**src/rtl/mips_alu_arbiter.sv**
```systemverilog
// Two-requester front end sharing one MIPS ALU; at most one operation in flight.
// Define MIPS_ALU_ARB_RR_EN for round-robin contention, otherwise requester 0 always wins.
module mips_alu_arbiter #(
   parameter int WIDTH = 32
) (
   input  logic             clk,
   input  logic             reset,
   input  logic             req0_valid,
   output logic             req0_ready,
   input  logic [2:0]       req0_op,
   input  logic [WIDTH-1:0] req0_a,
   input  logic [WIDTH-1:0] req0_b,
   input  logic             req1_valid,
   output logic             req1_ready,
   input  logic [2:0]       req1_op,
   input  logic [WIDTH-1:0] req1_a,
   input  logic [WIDTH-1:0] req1_b,
   output logic             rsp0_valid,
   input  logic             rsp0_ready,
   output logic             rsp1_valid,
   input  logic             rsp1_ready,
   output logic [WIDTH-1:0] rsp_result,
   output logic             rsp_zero,
   output logic [2:0]       alu_control,
   output logic [WIDTH-1:0] alu_a,
   output logic [WIDTH-1:0] alu_b,
   input  logic [WIDTH-1:0] alu_out,
   input  logic             alu_zero
);

   typedef enum logic [1:0] {S_IDLE, S_EXEC, S_RESP} state_t;

   state_t           r_state;
   state_t           w_state_next;
   logic             r_id;
   logic [2:0]       r_op;
   logic [WIDTH-1:0] r_a;
   logic [WIDTH-1:0] r_b;
   logic [WIDTH-1:0] r_result;
   logic             r_zero;

   logic w_prio;
   logic w_grant0;
   logic w_grant1;
   logic w_hs;
   logic w_hs_id;
   logic w_rsp_done;

`ifdef MIPS_ALU_ARB_RR_EN
   // Requester that wins the next contention; flips away from whoever was just accepted.
   logic r_prio;

   always_ff @(posedge clk) begin
      if (reset) begin
         r_prio <= 1'b0;
      end else if (w_hs) begin
         r_prio <= ~w_hs_id;
      end
   end

   assign w_prio = r_prio;
`else
   assign w_prio = 1'b0;
`endif

   assign w_grant0   = req0_valid & (~req1_valid | ~w_prio);
   assign w_grant1   = req1_valid & (~req0_valid |  w_prio);
   assign w_hs       = (req0_valid & req0_ready) | (req1_valid & req1_ready);
   assign w_hs_id    = req1_ready;
   assign w_rsp_done = (r_state == S_RESP) & (r_id ? rsp1_ready : rsp0_ready);

   always_ff @(posedge clk) begin
      if (reset) begin
         r_state <= S_IDLE;
      end else begin
         r_state <= w_state_next;
      end
   end

   always_comb begin
      w_state_next = r_state;
      case (r_state)
         S_IDLE:  if (w_hs) w_state_next = S_EXEC;
         S_EXEC:  w_state_next = S_RESP;
         S_RESP:  if (w_rsp_done) w_state_next = S_IDLE;
         default: w_state_next = S_IDLE;
      endcase
   end

   always_comb begin
      req0_ready = 1'b0;
      req1_ready = 1'b0;
      rsp0_valid = 1'b0;
      rsp1_valid = 1'b0;
      case (r_state)
         S_IDLE: begin
            req0_ready = w_grant0;
            req1_ready = w_grant1;
         end
         S_RESP: begin
            rsp0_valid = ~r_id;
            rsp1_valid =  r_id;
         end
         default: ;
      endcase
   end

   // Operand latch on handshake; result captured only while the ALU is driven from the latch.
   always_ff @(posedge clk) begin
      if (reset) begin
         r_id     <= 1'b0;
         r_op     <= '0;
         r_a      <= '0;
         r_b      <= '0;
         r_result <= '0;
         r_zero   <= 1'b0;
      end else begin
         if (w_hs) begin
            r_id <= w_hs_id;
            r_op <= w_hs_id ? req1_op : req0_op;
            r_a  <= w_hs_id ? req1_a  : req0_a;
            r_b  <= w_hs_id ? req1_b  : req0_b;
         end
         if (r_state == S_EXEC) begin
            r_result <= alu_out;
            r_zero   <= alu_zero;
         end
      end
   end

   assign alu_control = r_op;
   assign alu_a       = r_a;
   assign alu_b       = r_b;
   assign rsp_result  = r_result;
   assign rsp_zero    = r_zero;

endmodule

```
**config.mk**
```make
export PLATFORM = sky130hd
export DESIGN_NAME = mips_alu_arbiter
export DESIGN_NICKNAME = d
export VERILOG_FILES = /design/src/rtl/mips_alu_arbiter.sv
export SDC_FILE = /design/constraint.sdc
export NUM_CORES = 1
export LEC_CHECK = 0
export CORE_MARGIN = 4
export CORE_UTILIZATION = 33
export DETAILED_ROUTE_END_ITERATION = 12
export GPL_TIMING_DRIVEN = 1
export PLACE_DENSITY = 0.76
export SYNTH_ARGS = -nofsm -noshare
export SYNTH_HDL_FRONTEND = slang
export SYNTH_SLANG_ARGS = --single-unit
```
**constraint.sdc**
```tcl
create_clock -name clk -period 1.64 [get_ports clk]
set_clock_uncertainty 0.2 [all_clocks]
set_input_delay 0.164 -clock clk [delete_from_list [all_inputs] [get_ports clk]]
set_output_delay 0.164 -clock clk [all_outputs]
set_load 0.005 [all_outputs]
```
==> impl_metrics.yaml <==
outcome:
  status: "complete, but fails checks"
  violations: "negative setup slack"
finish:
  post-route-cell-area_mm2: 0.00760
  multi_input_area_mm2: 0.00200
  fillers: 1112
  register_area_mm2: 0.00206
  layout.nets: 900
  syn2layout_area_growth_pct: 80.1
  insertedDiodeCount: 0
  drive_gt1_share_pct: 9.70
  final_core_util_pct: 60.5
sta:
  rsz0062_at_grt: "true"
  timing.final.ws_setup_ps: -161
  max_freq_mhz: 555
  hold_viol: 0
  period_minus_slack_ps: 1800
  fin_crit_sh_pct: 110
  finalSetupViolations: 68
  drv_slew: 0
  maxSlewHeadroom_pct: 66.5
  worst_pin_slew_ps: 502
route:
  vias_per_cell: 5.19
  ant_nets: 0
  drtPass1Iterations: 4
  wl_per_cell_um: 18.2
  drc: 0
  vias: 4694
  routed_wl_um: 16400
  drt-initial-drc-count: 303
critical_path:
  crit_slowest_cell: "or4b_4"
  worst-path-max-fanout: 34
  crit_chain: "or4b_4 -> buf_16 -> a22oi_1 -> a211oi_1"
  critPathLaunchType: "flip-flop"
  crit_type: "reg -> reg"
  crit_arrival_ps: 1800
  crit_family: "simple AND/OR/NAND/NOR gates"
  worstPathRequired_ps: 1640
  critPathCaptureType: "flip-flop"
  r2r_slack_ps: -160
  path_buf_inv: 1
  critPathMaxStageDelay_ps: 590
synthesis:
  postSynthCellCount: 477
  synth.distinct_cells: 22
  synthXorXnorAreaFrac_pct: 0
  postSynthAreaPerCell_um2: 8.85
  synth_seq_cells: 103
  synth_top_family_by_area: "compound AO/OA/AOI/OAI gates"
  yosys.area_share.simple_pct: 7.79
  synth_compound_area_share_pct: 37.1
  synth.cell_area_mm2: 0.00422
  yosysSeqAreaShare_pct: 48.8
  synthMuxAreaShare_pct: 0.237
  synthAdderAreaFrac_pct: 0
  yosys_warnings: 0
  synth_fp_nets: 650
power:
  powerDensity_mw_per_mm2: 928
  vdd_drop_max_mv: 0.622
  power.leakage_nw: 2.80
  p_total_mw: 7.06
grt:
  first_global_vias: 4802
  antenna_found_initial: 0
  grt_usage_pct: 21.0
  overflow: 0
  grt_max_degree: 103
  grt_pass1_wl_um: 24700
die:
  initial_core_util_pct: 33.6
  pin_count: 277
  core_area_mm2: 0.0126
  rows: 41
  die_h_um: 121
  fp.dieW_um: 121
  dieArea_mm2: 0.0147
clock_tree:
  cts_buffer_depth: 2
  cts_buffers: 9
  cts.sinks: 103
  cts_tree: "built"
  htree_levels: 3
  cts.root.buffer_cell: "clkbuf_16"
  clock_latency_ps: 330
  clk_pin_slew_ps: 70
worst_hold_path:
  min_path_type: "in -> reg"
place:
  port-buffer-count: 276
  place_area_mm2: 0.00718
  dp_hpwl_um: 11500
  place.gp.congestion: 0.797
job:
  maxCapViolCount: 0
-- metrics by stage --
step	hold WS, ps	setup slack [ps]	TNS, ps	instances
6_report	181	-161	-7900	904
5_1_grt	178	-189	-11000	904
4_1_cts	171	-207	-5760	903
3_5_place_dp	178	-641	-40230	885
3_3_place_gp	159	-632	-36890	885
2_1_floorplan	100	-97.8	-2600	477
-- worst min-delay path: cells and delay by family --
family,cells,cell delay (ps)
buffers and inverters,1,400
and+or+nand+nor,1,60
AOI/OAI and AO/OA,1,50
-- cells in the mapped netlist --
| library cell | count | area, µm² |
|---|---|---|
| nor2b_1 | 3 | 18.8 |
| clkbuf_1 | 43 | 161 |
| nand3b_1 | 1 | 7.51 |
| or4b_1 | 1 | 10.0 |
| nor2_1 | 1 | 3.75 |
| or2_1 | 1 | 6.26 |
| a22oi_1 | 59 | 443 |
| mux2i_1 | 1 | 10.0 |
| and2_1 | 2 | 12.5 |
| a21oi_1 | 102 | 510 |
| and3b_1 | 1 | 8.76 |
| a22oi_2 | 8 | 100 |
| nor3b_1 | 1 | 7.51 |
| buf_6 | 4 | 45.0 |
| a211oi_1 | 67 | 503 |
| inv_1 | 1 | 3.75 |
| buf_2 | 6 | 30.0 |
| buf_1 | 4 | 15.0 |
| nand2b_1 | 1 | 6.26 |
| nand2_1 | 66 | 248 |
| a21bo_2 | 1 | 10.0 |
| dfxtp_1 | 103 | 2060 |
-- sequential cells by signal (all words and copies together), names as in the netlist --
signal / count
alu_a: 32
alu_b: 32
alu_control: 3
r_id: 1
r_state: 2
rsp_result: 32
rsp_zero: 1
-- routing by layer --
layer / routed length, µm / track usage (%) / share of wire [%]
met1: 6490 / 22.7 / 40
met2: 8080 / 38.0 / 49
met4: 320 / 7.08 / 1.9
met5: 0 / 0 / 0
met3: 1540 / 7.41 / 9.4
-- area by class of cell --
type                    instances  share of cell area, %
well taps                     172                   2.83
clock buffers                  11                   3.19
flip-flops and latches        103                   27.1
multi-input cells             316                   26.3
inverters                       1                 0.0494
repair buffers                296                   39.8
clock inverters                 5                  0.757
-- report_power, final --
group	internal (mW)	switching, mW	total (mW)
logic	1.18	0.818	2.00
registers	2.77	0.145	2.92
clock network	1.23	0.912	2.14
total	5.18	1.88	7.06
-- kinds of logic (layout without fill, tap and decap cells) --
logic type             after synthesis  in the layout
and+or+nand+nor                     78             78
AOI/OAI and AO/OA                  237            237
muxes                                1              1
DFF                                103            103
buffers and inverters               58            313
-- path summary, 6_finish.rpt --
check | startpoint | to | cells after the start
worst max-delay path | r_state[1]$_SDFFE_PP0P_ | alu_a[28]$_SDFFE_PP0P_ | 4
worst min-delay path | alu_out[30] | rsp_result[30]$_SDFFE_PP0N_ | 3
worst max register to register | r_state[1]$_SDFFE_PP0P_ | alu_a[28]$_SDFFE_PP0P_ | 4
worst min register to register | rsp_result[3]$_SDFFE_PP0N_ | rsp_result[3]$_SDFFE_PP0N_ | 2
-- what timing repair did --
item                                   CTS  global route
setup buffers                            1             0
gates resized for setup                 16            21
endpoints found under the hold margin    1             0
pin swaps                                1             2
setup endpoints to repair               72            73
hold buffers                             1             0
gates cloned                             0             1
-- cells in the final DEF, fill, tap and decap left out --
master           Yosys  final
a22oi_1             59     48
nor2b_2              0      1
or4b_4               0      1
clkbuf_1            43      1
nand3b_1             1      1
dlymetal6s2s_1       0      1
dlygate4sd3_1        0      1
a211oi_2             0      1
nor2b_1              3      1
nand2_1             66     66
inv_2                0      1
clkdlybuf4s15_2      0      1
clkinv_4             0      2
clkinv_2             0      2
nor3b_2              0      1
clkbuf_16            0     10
buf_6                4      2
dfxtp_2              0      2
buf_12               0      6
a21bo_2              1      1
a22oi_2              8     19
dfxtp_1            103    101
buf_16               0      1
mux2i_1              1      1
buf_2                6      1
or2_2                0      1
and3b_1              1      1
clkbuf_2             0      1
clkbuf_8             0      1
nor2_4               0      1
nand2b_1             1      1
bufinv_16            0      1
and2_4               0      2
nor2b_4              0      1
buf_4                0     11
a211oi_1            67     66
a21oi_1            102    102
clkdlybuf4s50_1      0    270
No activity file was read; power rests on OpenSTA's default activity.
